### src/rtl/pipe_pkg.sv
// Shared pipeline definitions: PC sequencer states and flush/PC-step constants.
package pipe_pkg;

    typedef enum logic [1:0] {
        RUN    = 2'd0,
        DRAIN  = 2'd1,
        HALTED = 2'd2
    } seq_state_e;

    localparam int PC_INC = 4;

    // A flush turns the stage register's contents into a NOP bubble.
    localparam logic FLUSH_BUBBLE = 1'b1;

endpackage

### src/rtl/pc_seq_ctrl_sat_counter.sv
// Saturating up-counter; holds at all-ones instead of wrapping.
module sat_counter #(
    parameter int W = 16
) (
    input  logic         clk,
    input  logic         reset,
    input  logic         inc,
    output logic [W-1:0] count
);

    always_ff @(posedge clk) begin
        if (reset)
            count <= '0;
        else if (inc && (count != {W{1'b1}}))
            count <= count + W'(1);
    end

endmodule

### src/rtl/pc_seq_ctrl.sv
// PC sequencer: owns the fetch PC and drives IF/ID, ID/EX enables and flushes,
// with a RUN/DRAIN/HALTED machine so older instructions retire before a halt.
module pc_seq_ctrl
    import pipe_pkg::*;
#(
    parameter int PC_W      = 9,
    parameter int DRAIN_CYC = 2,
    parameter int CNT_W     = 16
) (
    input  logic             clk,
    input  logic             reset,
    input  logic             stall,
    input  logic             redirect_valid,
    input  logic [31:0]      redirect_pc,
    input  logic             halt_req,
    input  logic [31:0]      halt_pc,
    input  logic             restart,
    output logic [PC_W-1:0]  pc,
    output logic             pc_en,
    output logic             if_id_en,
    output logic             if_id_flush,
    output logic             id_ex_flush,
    output logic             halted,
    output logic             target_err,
    output logic [CNT_W-1:0] redirect_cnt
);

    localparam int DC_W = (DRAIN_CYC < 1) ? 1 : $clog2(DRAIN_CYC + 1);

    seq_state_e       state;
    logic [DC_W-1:0]  drain_cnt;
    logic [PC_W-1:0]  pc_inc;
    logic [PC_W-1:0]  redir_pc;
    logic             bad_target;
    logic             take_redirect;
    logic             unused_hi;

    assign pc_inc        = pc + PC_W'(PC_INC);
    assign redir_pc      = {redirect_pc[PC_W-1:2], 2'b00};
    assign bad_target    = (redirect_pc[1:0] != 2'b00) || (redirect_pc[31:PC_W] != '0);
    assign take_redirect = (state == RUN) && !halt_req && redirect_valid;
    assign unused_hi     = ^halt_pc[31:PC_W];

    always_ff @(posedge clk) begin
        if (reset) begin
            pc         <= '0;
            state      <= RUN;
            drain_cnt  <= '0;
            target_err <= 1'b0;
        end else begin
            case (state)
                RUN: begin
                    if (halt_req) begin
                        pc        <= halt_pc[PC_W-1:0];
                        drain_cnt <= DC_W'(DRAIN_CYC);
                        state     <= (DRAIN_CYC == 0) ? HALTED : DRAIN;
                    end else if (redirect_valid) begin
                        // EX is older than the ID hazard, so a coincident stall is dropped.
                        pc <= redir_pc;
                        if (bad_target)
                            target_err <= 1'b1;
                    end else if (!stall) begin
                        pc <= pc_inc;
                    end
                end
                DRAIN: begin
                    drain_cnt <= drain_cnt - DC_W'(1);
                    if (drain_cnt == DC_W'(1))
                        state <= HALTED;
                end
                HALTED: begin
                    if (restart) begin
                        pc    <= pc_inc;
                        state <= RUN;
                    end
                end
                default: state <= RUN;
            endcase
        end
    end

    always_comb begin
        pc_en       = 1'b1;
        if_id_en    = 1'b1;
        if_id_flush = 1'b0;
        id_ex_flush = 1'b0;
        halted      = 1'b0;
        if (!reset) begin
            case (state)
                RUN: begin
                    if (halt_req || redirect_valid) begin
                        if_id_flush = FLUSH_BUBBLE;
                        id_ex_flush = FLUSH_BUBBLE;
                    end else if (stall) begin
                        pc_en       = 1'b0;
                        if_id_en    = 1'b0;
                        id_ex_flush = FLUSH_BUBBLE;
                    end
                end
                DRAIN, HALTED: begin
                    pc_en       = 1'b0;
                    if_id_en    = 1'b0;
                    if_id_flush = FLUSH_BUBBLE;
                    id_ex_flush = FLUSH_BUBBLE;
                    halted      = (state == HALTED);
                end
                default: ;
            endcase
        end
    end

    sat_counter #(.W(CNT_W)) u_redirect_cnt (
        .clk   (clk),
        .reset (reset),
        .inc   (take_redirect),
        .count (redirect_cnt)
    );

endmodule

### config.mk
export PLATFORM = sky130hd
export DESIGN_NAME = pc_seq_ctrl
export DESIGN_NICKNAME = d
export VERILOG_FILES = /design/src/rtl/pipe_pkg.sv /design/src/rtl/pc_seq_ctrl_sat_counter.sv /design/src/rtl/pc_seq_ctrl.sv
export SDC_FILE = /design/constraint.sdc
export NUM_CORES = 1
export LEC_CHECK = 0
export BUFFER_PORTS_ARGS = -buffer_cell sky130_fd_sc_hd__buf_4
export CORE_MARGIN = 3
export CORE_UTILIZATION = 25
export CTS_BUF_LIST = sky130_fd_sc_hd__clkbuf_4 sky130_fd_sc_hd__clkbuf_8 sky130_fd_sc_hd__clkbuf_16
export DETAILED_ROUTE_END_ITERATION = 12
export PLACE_DENSITY = 0.5
export SYNTH_ARGS = -nofsm -noshare
export SYNTH_HDL_FRONTEND = slang
export SYNTH_SLANG_ARGS = --single-unit
### constraint.sdc
create_clock -name clk -period 5.9 [get_ports clk]
set_input_delay 0.885 -clock clk [delete_from_list [all_inputs] [get_ports clk]]
set_output_delay 0.885 -clock clk [all_outputs]
set_load 0.005 [all_outputs]
==> Word-level counts from Yosys, hierarchy flattened <==
Index checks and enable logic that the tools add are counted.
{ "word_totals": {"regBits": 30, "inputBits": 70} }
{ "op_classes": {"eq_ne": 8, "reduce_logical": 16, "muxes": 24, "bitwise_logic": 1, "add_sub_neg": 3} }
{ "op_table": {"columns": ["operator", "n"], "rows": [
  ["$mux 9", 4],
  ["$reduce_bool 23->1", 1],
  ["$pmux 9 s2", 1],
  ["$add 16x1->16 const B", 1],
  ["$ne 16x16->1 const B", 1],
  ["$mux 1", 10],
  ["$add 9x3->9 const B", 1],
  ["$mux 2", 4],
  ["$ne 2x2->1 const B", 3],
  ["$pmux 1 s2", 3],
  ["$pmux 2 s3", 1],
  ["$reduce_and 3->1", 2],
  ["$reduce_bool 2->1", 3],
  ["$eq 2x1->1 const B", 2],
  ["$ne 4x4->1 const B", 1],
  ["$pmux 2 s2", 1],
  ["$reduce_and 4->1", 1],
  ["$logic_and 1x1->1", 3],
  ["$eq 2x2->1 const B", 1],
  ["$logic_not 2->1", 1],
  ["$logic_or 1x1->1", 2],
  ["$reduce_and 2->1", 1],
  ["$reduce_or 2->1", 1],
  ["$sub 2x1->2 const B", 1],
  ["2 further kinds", 2]
]} }

==> Logic depth before layout (Yosys ltp) <==
Gate-level depths: netlist (run 1).
{ "logic_depth": {"ltp_word": 5, "depth_mapped": 8, "depth_no_buf": 6} }

==> By module <==
From an unflattened synthesis (run 1), not the netlist that was laid out.
{ "unflattened": {"hier_cells": 231, "hier_area_um2": 1888.1} }
{ "by_module_without_submodules": {"columns": ["mod", "cells_each", "area_per_inst_um2", "instances"], "rows": [
  ["pc_seq_ctrl", 132, 1039.7, 1],
  ["sat_counter", 99, 848.3, 1]
]} }

==> Worst setup path after synthesis (run 1) <==
OpenSTA, ideal clock, no wires.
{ "synth_timing": {"kind": "input port to output port", "startpoint": "in redirect_valid", "endpoint": "out pc_en", "path_slack_ns": 3.167, "path_stages": 5, "n_path_buf": 2, "t_arrival_ns": 1.848, "cell_sequence": "buf_4 > nor4bb_1 > a21oi_1 > or2_2 > buf_4"} }
{ "synth_between": {"elab_chain_cells": 4} }
{ "synth_rtl": {"columns": ["element", "line", "rtl"], "rows": [
  ["start, declared", "pc_seq_ctrl.sv:13", "input logic redirect_valid,"],
  ["$logic_or 1x1->1", "pc_seq_ctrl.sv:91", "if (halt_req || redirect_valid) begin"],
  ["$mux 1", null, null],
  ["$pmux 1 s2", null, null],
  ["$mux 1", null, null],
  ["end, declared", "pc_seq_ctrl.sv:19", "output logic pc_en,"]
]} }
Every way passes these cells.

==> Final worst setup path (run 1) <==
{ "layout_timing": {"startpoint": "reg state[0]", "endpoint": "out if_id_en"} }
{ "layout_between": {"elab_chain_cells": 4} }
{ "layout_rtl": {"columns": ["element", "line", "rtl"], "rows": [
  ["start, declared", "pc_seq_ctrl.sv:30", "seq_state_e state;"],
  ["start signal, assigned", "pc_seq_ctrl.sv:56", "state <= (DRAIN_CYC == 0) ? HALTED : DRAIN;"],
  ["$eq 2x2->1 / $eq 2x1->1 (equally long branches)", "pc_seq_ctrl.sv:89", "case (state)"],
  ["$reduce_or 2->1", "pc_seq_ctrl.sv:89", null],
  ["$pmux 1 s2 (*)", "pc_seq_ctrl.sv:89", null],
  ["$mux 1 (*)", "pc_seq_ctrl.sv:88", "if (!reset) begin"],
  ["end, declared", "pc_seq_ctrl.sv:20", "output logic if_id_en,"]
]} }
Every way passes the cells marked *; elsewhere a longest branch is shown, timed or not.

==> results of run 1 <==
## metrics by stage
step                      setup slack [ns]  instance area, um^2  power [W]  utilization (%)
after global routing                  2.71                 2650   0.000624             35.9
after floorplan                       3.17                 1920   0.000344                -
after global placement                3.05                 2550   0.000411             34.6
after detailed placement              3.08                 2550   0.000411             34.6
final                                 2.88                 2650   0.000586             35.9
after CTS                             2.82                 2650   0.000593             35.9
## cell families (layout without fill, tap and decap cells)
group,after synthesis,in the layout,synth area share [%]
buffers and inverters,31,104,7.37
muxes,4,4,2.15
and+or+nand+nor,92,92,30.6
DFF,30,30,31.3
adders and majority gates,8,8,5.22
AOI/OAI and AO/OA,67,67,23.3
## worst max-delay path: stages (launching register included)
cell	delay, ns
dfxtp_1	0.34
inv_1	0.12
ha_1	0.52
nor4bb_1	0.36
a21oi_1	0.06
or2_2	0.30
buf_4	0.14
## sequential cells by signal, summed over array words and instances, names as in the netlist
| name | count |
|---|---|
| drain_cnt | 2 |
| pc | 9 |
| state | 2 |
| target_err | 1 |
| u_redirect_cnt.count | 16 |
## cells in the final DEF (no fill, tap or decap), types with 7 or more instances in the layout
cell	instances
nor3_1	7
inv_1	19
nand3_1	9
dfxtp_1	30
nand2_1	16
ha_1	8
buf_4	77
nor2_1	9
nor4_1	8
a21oi_1	28
## worst paths after layout
check                                              end  cells past startpoint               startpoint  slack, ns
setup reg to reg  u_redirect_cnt.count[9]$_SDFFE_PP0P_                      6    state[0]$_SDFFE_PP0P_       3.64
hold / removal                 target_err$_SDFFE_PP0P_                      2  target_err$_SDFFE_PP0P_       0.45
hold reg to reg                target_err$_SDFFE_PP0P_                      2  target_err$_SDFFE_PP0P_       0.45
setup / recovery                              if_id_en                      6    state[0]$_SDFFE_PP0P_       2.88
## power groups by stage
stage | Sequential (W) | Clock (W) | Combinational, W
after floorplan | 0.000237 | 0 | 0.000107
after global placement | 0.000240 | 0 | 0.000171
after detailed placement | 0.000239 | 0 | 0.000171
after CTS | 0.000235 | 0.000187 | 0.000172
after global routing | 0.000238 | 0.000196 | 0.000190
final | 0.000235 | 0.000181 | 0.000170
## layout make-up
cell class / count / area [um^2]
clock buffer: 6 / 82.6
clock inverter: 2 / 12.5
fill: 813 / 4720
inverter: 19 / 71.3
multi-input combinational: 171 / 1180
sequential: 30 / 601
tap: 99 / 124
timing repair buffer: 77 / 578
## per-layer routing
| metal | vias up | track usage [%] | part of all wire [%] |
|---|---|---|---|
| li1 | 1013 | - | - |
| met3 | 8 | 4.34 | 7.5 |
| met4 | 0 | 3.61 | 1.2 |
| met1 | 911 | 14.9 | 44 |
| met5 | - | 0 | 0 |
| met2 | 65 | 22.0 | 47 |
==> flow_summary.json, run 1 <==
{
  "core_um2": 7370,
  "grt_antenna_before_repair": 0,
  "start_util_pct": 26.0,
  "synth.avg_cell_area_um2": 8.27,
  "netlist.area_leader.share_pct": 31.3,
  "ant_nets": 0,
  "die_h_um": 93.6,
  "yosysWarnings": 0,
  "internal_power_w": 0.000398,
  "ioPinCount": 101,
  "end_kind": "primary output",
  "cp_max_fo": 11,
  "pwr-share-clk_pct": 30.9,
  "fin_skew_ns": 0.00608,
  "cts_tree": "done",
  "cts_max_path_buffers": 2,
  "required_ns": 5.02,
  "drv_cap": 0,
  "cts_setup_buffers": 0,
  "die_x_um": 93.6,
  "io_buffer_count": 77,
  "syn_nets": 310,
  "clock_tree.root_cell": "clkbuf_8",
  "rows": 31,
  "fin_crit_sh_pct": 51.2,
  "grt_pass1_wl_mm": 8.98,
  "gp_congestion": 0.719,
  "grt_use_total_pct": 12.7,
  "cts_buffers": 5,
  "holdWs_ns": 0.450,
  "maxClockFrequency_ghz": 0.331,
  "tns_ns": 0,
  "hold_viol": 0,
  "cts_num_sinks": 30,
  "grt_overflow": 0,
  "comb_power_share_pct": 29.0,
  "fin_cells": 404,
  "drc": 0,
  "critPathKind": "reg -> out",
  "arrival_ns": 2.14,
  "setup_violations": 0,
  "start_kind": "flop",
  "vdd_ir_drop_max_uv": 77.0,
  "synth_cells": 232,
  "status": "finished clean",
  "synth_seq_cells": 30,
  "syn2layout_area_growth_pct": 37.9,
  "hold_class": "reg -> reg",
  "clk-insertion-delay-late_ns": 0.29,
  "dp.cells": 396,
  "nets": 382,
  "first_pass_iters": 4,
  "grt_max_degree": 39,
  "syn-cell-area_um2": 1920,
  "ys_seq_area_share_pct": 31.3,
  "avgViaCountPerCell": 4.94,
  "yosysTopAreaCell": "dfxtp_1",
  "wl_mm": 5.43,
  "grt_pass1_vias": 1904,
  "hold_buffers": 0,
  "drt_iter0_drc": 62,
  "ys_types": 52,
  "period_minus_slack_ns": 3.02,
  "synthTopCellsByCount": "dfxtp_1, a21oi_1, inv_1",
  "relSlewSlack_pct": 58.8,
  "cts_resized": 0,
  "p_leak_nw": 1.07,
  "tightest_slew_ns": 0.613,
  "p_switching_w": 0.000188,
  "dieArea_um2": 8760,
  "p_sw_share_pct": 32.1,
  "synth-edff-count": 0,
  "diodes": 0,
  "hpwl_mm": 4.12,
  "rsz0062_at_grt": "no",
  "clk_pin_slew_ns": 0.07,
  "wl_per_cell_um": 13.4,
  "yosysMostFrequentCell": "dfxtp_1",
  "synth_ff_type": "dfxtp_1",
  "yosys-top-cells-area": "dfxtp_1, a21oi_1, ha_1, inv_1, nand2_1",
  "p_per_area_nw_per_um2": 221,
  "drive_gt1_share_pct": 30.8,
  "vias": 1997,
  "slew_violations": 0,
  "h-tree-depth": 2,
  "synth-async-reset-ratio_pct": 0,
  "pwr-share-seq_pct": 40.1
}
(Power assumes the default switching activity.)
==> run 2, diff against run 1 <==
==> constraint.sdc (replaced) <==
create_clock -name clk -period 3.2 [get_ports clk]
set_input_delay 0.48 -clock clk [delete_from_list [all_inputs] [get_ports clk]]
set_output_delay 0.48 -clock clk [all_outputs]
set_load 0.005 [all_outputs]
==> flow_summary.json, run 2 (synthesis gave the netlist of run 1 again) <==
{
  "cts_tree": "done",
  "critPathKind": "reg -> out",
  "gp_congestion": 0.714,
  "hold_viol": 0,
  "diodes": 0,
  "dieArea_um2": 8760,
  "fin_crit_sh_pct": 82.4,
  "rsz0062_at_grt": "no",
  "cp-startpoint": "state[0]$_SDFFE_PP0P_",
  "wl_per_cell_um": 13.5,
  "top_regs": "u_redirect_cnt.count (16), pc (9)",
  "nets": 382,
  "grt_antenna_before_repair": 0,
  "first_pass_iters": 4,
  "postLayoutCoreUtil_pct": 35.8,
  "drive_gt1_share_pct": 30.6,
  "cts_setup_buffers": 0,
  "regToRegStartpoint": "state[0]$_SDFFE_PP0P_",
  "top_register": "u_redirect_cnt.count",
  "drt_iter0_drc": 50,
  "final_common_cell": "buf_4",
  "io_buffer_count": 77,
  "grt_use_total_pct": 12.7,
  "tns_ns": 0,
  "hold_class": "reg -> reg",
  "cts_max_path_buffers": 2,
  "grt_overflow": 0,
  "h-tree-depth": 2,
  "maxClockFrequency_ghz": 0.379,
  "rows": 31,
  "die_h_um": 93.6,
  "relSlewSlack_pct": 58.2,
  "vias": 2008,
  "syn2layout_area_growth_pct": 37.3,
  "end_kind": "primary output",
  "cp_max_fo": 11,
  "grt_pass1_wl_mm": 8.91,
  "avgViaCountPerCell": 4.98,
  "hpwl_mm": 4.11,
  "drv_cap": 0,
  "clk-insertion-delay-late_ns": 0.28,
  "vdd_ir_drop_max_uv": 120,
  "grt_max_degree": 39,
  "critPathMaxStageDelay_ns": 0.52,
  "tightest_slew_ns": 0.622,
  "slew_violations": 0,
  "die_x_um": 93.6,
  "start_util_pct": 26.0,
  "critPathCapture": "if_id_en",
  "wl_mm": 5.42,
  "cts_resized": 0,
  "drc": 0,
  "mostFrequentLayoutCells": "buf_4, dfxtp_1, a21oi_1",
  "setup_violations": 0,
  "ff2ff_setup_slack_ns": 0.93,
  "p_per_area_nw_per_um2": 399,
  "fin_skew_ns": 0.00531,
  "period_minus_slack_ns": 2.64,
  "cts_num_sinks": 30,
  "ant_nets": 0,
  "clk_pin_slew_ns": 0.06,
  "path_cells": "inv_1, ha_1, nor4bb_1, a21oi_1, or2_2, buf_4",
  "core_um2": 7370,
  "rr_worst_depth": 6,
  "status": "finished clean",
  "required_ns": 2.72,
  "cts_buffers": 5,
  "worst_r2r_endpoint": "u_redirect_cnt.count[9]$_SDFFE_PP0P_",
  "largest_reg_flops": 16,
  "start_kind": "flop",
  "cp_slowest_cell": "ha_1",
  "clock_tree.root_cell": "clkbuf_8",
  "p_leak_nw": 1.07,
  "arrival_ns": 2.16,
  "p_total_w": 0.00105,
  "ioPinCount": 101,
  "hold_buffers": 0,
  "grt_pass1_vias": 1898
}
-- run 2: cell type report --
type | instances | area (um^2)
Inverter | 19 | 71.3
Tap cell | 99 | 124
Fill cell | 774 | 4730
Sequential cell | 30 | 601
Multi-Input combinational cell | 171 | 1180
Timing Repair Buffer | 77 | 578
Clock buffer | 7 | 83.8
-- run 2: power breakdown --
group	total [W]	internal, W	leakage, nW	switching [W]
logic	0.000311	0.000156	0.783	0.000155
registers	0.000434	0.000405	0.244	0.0000298
clock network	0.000307	0.000167	0.0452	0.000140
total	0.00105	0.000727	1.07	0.000325
-- run 2: worst min-delay path by stage --
| stage | slack [ns] | to | cells past startpoint | from |
|---|---|---|---|---|
| finish | 0.45 | target_err$_SDFFE_PP0P_ | 2 | target_err$_SDFFE_PP0P_ |
| global route | 0.48 | pc[0]$_SDFFE_PP0P_ | 2 | pc[0]$_SDFFE_PP0P_ |
| CTS | 0.45 | target_err$_SDFFE_PP0P_ | 2 | target_err$_SDFFE_PP0P_ |
| detailed placement | 0.44 | target_err$_SDFFE_PP0P_ | 2 | target_err$_SDFFE_PP0P_ |
| global placement | 0.44 | target_err$_SDFFE_PP0P_ | 2 | target_err$_SDFFE_PP0P_ |
| floorplan | 0.44 | target_err$_SDFFE_PP0P_ | 2 | target_err$_SDFFE_PP0P_ |
-- run 2: metrics by stage --
step	std cells	hold WS, ns	area, um^2	worst slack, ns
6_report	403	0.448	2640	0.565
5_1_grt	403	0.483	2640	0.410
4_1_cts	403	0.452	2640	0.514
3_5_place_dp	396	0.442	2550	0.849
3_3_place_gp	396	0.435	2550	0.849
2_1_floorplan	232	0.442	1920	1.19
-- run 2: worst max-delay path, delay by kind of cell (launching register included) --
kind	cells	cell delay (ns)
and+or+nand+nor	2	0.70
adders and majority gates	1	0.52
DFF	1	0.34
buffers and inverters	2	0.25
AOI/OAI and AO/OA	1	0.06
-- run 2: layer usage --
layer / global-route usage (%) / share of wire, %
met5: 0 / 0
met4: 3.61 / 0.87
met3: 3.78 / 6.6
met2: 21.3 / 48
met1: 15.7 / 44
==> run 3, diff against run 2 <==
--- a/config.mk
+++ b/config.mk
@@ -5,12 +5,13 @@
 export SDC_FILE = /design/constraint.sdc
 export NUM_CORES = 1
 export LEC_CHECK = 0
+export ABC_AREA = 1
 export BUFFER_PORTS_ARGS = -buffer_cell sky130_fd_sc_hd__buf_4
 export CORE_MARGIN = 3
 export CORE_UTILIZATION = 25
 export CTS_BUF_LIST = sky130_fd_sc_hd__clkbuf_4 sky130_fd_sc_hd__clkbuf_8 sky130_fd_sc_hd__clkbuf_16
 export DETAILED_ROUTE_END_ITERATION = 12
-export PLACE_DENSITY = 0.5
+export PLACE_DENSITY = 0.51
 export SYNTH_ARGS = -nofsm -noshare
 export SYNTH_HDL_FRONTEND = slang
 export SYNTH_SLANG_ARGS = --single-unit
==> constraint.sdc (replaced) <==
create_clock -name clk -period 2.4 [get_ports clk]
set_input_delay 0.36 -clock clk [delete_from_list [all_inputs] [get_ports clk]]
set_output_delay 0.36 -clock clk [all_outputs]
set_load 0.005 [all_outputs]
==> flow_summary.json, run 3 <==
{
  "synth_ff_type": "dfxtp_1",
  "vias": 2145,
  "period_minus_slack_ns": 2.00,
  "internal_power_w": 0.00121,
  "status": "finished clean",
  "p_leak_nw": 1.20,
  "p_sw_share_pct": 40.2,
  "wl_mm": 5.67,
  "drive_gt1_share_pct": 25.8,
  "tns_ns": 0,
  "grt_max_degree": 22,
  "largest_reg_flops": 16,
  "setup_violations": 0,
  "p_per_area_nw_per_um2": 742,
  "fin_skew_ns": 0.00326,
  "holdWs_ns": 0.355,
  "wl_per_cell_um": 11.8,
  "cp-startpoint": "state[0]$_SDFFE_PP0P_",
  "synth.avg_cell_area_um2": 6.52,
  "slew_violations": 0,
  "top_regs": "u_redirect_cnt.count (16), pc (9)",
  "hold_buffers": 0,
  "top_register": "u_redirect_cnt.count",
  "clk_pin_slew_ns": 0.06,
  "yosysMostFrequentCell": "nand2_1",
  "synth_seq_cells": 30,
  "synth-edff-count": 0,
  "critPathKind": "reg -> out",
  "start_kind": "flop",
  "die_x_um": 95.0,
  "required_ns": 2.04,
  "io_buffer_count": 77,
  "first_pass_iters": 4,
  "cts_setup_buffers": 0,
  "core_um2": 7490,
  "drc": 0,
  "dp.cells": 472,
  "cts_resized": 0,
  "nets": 458,
  "cts_num_sinks": 30,
  "avgViaCountPerCell": 4.48,
  "cts_buffers": 5,
  "syn-cell-area_um2": 1980,
  "dieArea_um2": 9030,
  "die_h_um": 95.0,
  "grt_antenna_before_repair": 0,
  "worst_r2r_endpoint": "pc[4]$_SDFFE_PP0P_",
  "cp_max_fo": 6,
  "synthTopCellsByCount": "nand2_1, nor2_1, a21oi_1",
  "arrival_ns": 1.64,
  "drv_cap": 0,
  "yosysTopAreaCell": "dfxtp_1",
  "fin_crit_sh_pct": 83.2,
  "critPathCapture": "if_id_en",
  "fin_cells": 479,
  "ant_nets": 0,
  "rsz0062_at_grt": "no",
  "syn2layout_area_growth_pct": 37.1,
  "final_common_cell": "nand2_1",
  "pwr-share-clk_pct": 20.6,
  "mostFrequentLayoutCells": "nand2_1, buf_4, nor2_1",
  "vdd_ir_drop_max_uv": 305,
  "yosysWarnings": 0,
  "regToRegStartpoint": "state[0]$_SDFFE_PP0P_",
  "ioPinCount": 101,
  "maxClockFrequency_ghz": 0.501,
  "hold_class": "in -> reg",
  "ff2ff_setup_slack_ns": 0.59,
  "cts_tree": "done",
  "end_kind": "primary output",
  "start_util_pct": 26.5,
  "rr_worst_depth": 8,
  "hold_viol": 0,
  "hold_start": "halt_pc[0]",
  "rows": 31,
  "pwr-share-seq_pct": 34.2,
  "hpwl_mm": 4.33,
  "ys_types": 29,
  "yosys-top-cells-area": "dfxtp_1, nand2_1, a21oi_1, nor2_1, ha_1",
  "ys_seq_area_share_pct": 30.3,
  "postLayoutCoreUtil_pct": 36.3,
  "synth_cells": 304,
  "p_switching_w": 0.000810,
  "grt_pass1_vias": 2110,
  "grt_overflow": 0,
  "h-tree-depth": 2,
  "nFillCells": 845,
  "clk-insertion-delay-late_ns": 0.28,
  "syn_nets": 382,
  "relSlewSlack_pct": 70.3,
  "cts_max_path_buffers": 2,
  "grt_pass1_wl_mm": 9.55,
  "diodes": 0,
  "comb_power_share_pct": 45.2,
  "netlist.area_leader.share_pct": 30.3,
  "gp_congestion": 0.765,
  "grt_use_total_pct": 13.2,
  "drt_iter0_drc": 37,
  "tightest_slew_ns": 0.445,
  "clock_tree.root_cell": "clkbuf_8",
  "synth-async-reset-ratio_pct": 0
}
-- run 3: cell count changes after synthesis, sizes merged, moves of 8 or more --
cell | before | now
nor4 | 10 | 0
o21ai | 3 | 16
nand3 | 9 | 17
a21oi | 28 | 37
nor2 | 9 | 50
nand2 | 16 | 87
-- run 3: worst min-delay path by stage --
stage          slack [ns]                   endpoint  cells past startpoint
2_1_floorplan        0.43  drain_cnt[0]$_SDFFE_PP0P_                      1
3_3_place_gp         0.45  drain_cnt[0]$_SDFFE_PP0P_                      1
3_5_place_dp         0.45  drain_cnt[0]$_SDFFE_PP0P_                      1
4_1_cts              0.35         pc[0]$_SDFFE_PP0P_                      3
5_1_grt              0.38         pc[1]$_SDFFE_PP0P_                      3
6_report             0.35         pc[0]$_SDFFE_PP0P_                      3
-- run 3: cells by family (layout without fill, tap and decap cells) --
kind of cell	after synthesis	count (layout)	synth area share, %
xor+xnor	11	11	4.86
simple gates	167	167	36.8
buf+inv	33	109	7.45
fa+ha+maj	8	8	5.05
flops	30	30	30.3
compound gates	55	55	15.5
-- run 3: power by group through the flow --
stage                     registers, W  logic, W  clock network, W
final                         0.000689  0.000912          0.000414
after floorplan               0.000680  0.000602                 0
after CTS                     0.000690  0.000926          0.000425
after global routing          0.000703   0.00106          0.000446
after global placement        0.000697  0.000910                 0
after detailed placement      0.000699  0.000924                 0
-- run 3: final cells by class --
class / instances / area (um^2) / share of cell area [%]
sequential: 30 / 601 / 22.1
tap: 99 / 124 / 4.56
timing repair buffer: 77 / 578 / 21.3
inverter: 25 / 96.3 / 3.55
multi-input combinational: 241 / 1230 / 45.4
clock buffer: 7 / 83.8 / 3.09
-- run 3: stage by stage --
stage                     total power [W]  worst slack, ns  cell area (um^2)
after detailed placement          0.00162            0.565              2630
after floorplan                   0.00128            0.828              1980
after global routing              0.00220            0.301              2720
after CTS                         0.00204            0.388              2720
final                             0.00201            0.404              2720
after global placement            0.00161            0.597              2630
-- run 3: routing by layer --
metal	vias up	global-route usage, %	wire length, um
li1	1136	-	-
met1	956	16.8	2660
met2	48	22.5	2690
met3	5	3.16	283
met4	0	3.25	41
met5	-	0	0
-- run 3: critical path, cell delays in order, from the launching register on --
cell and delay (ns):
dfxtp_1 0.34, inv_1 0.12, ha_1 0.35, nand3_1 0.20
nand2_1 0.10, nand2_1 0.07, buf_4 0.16
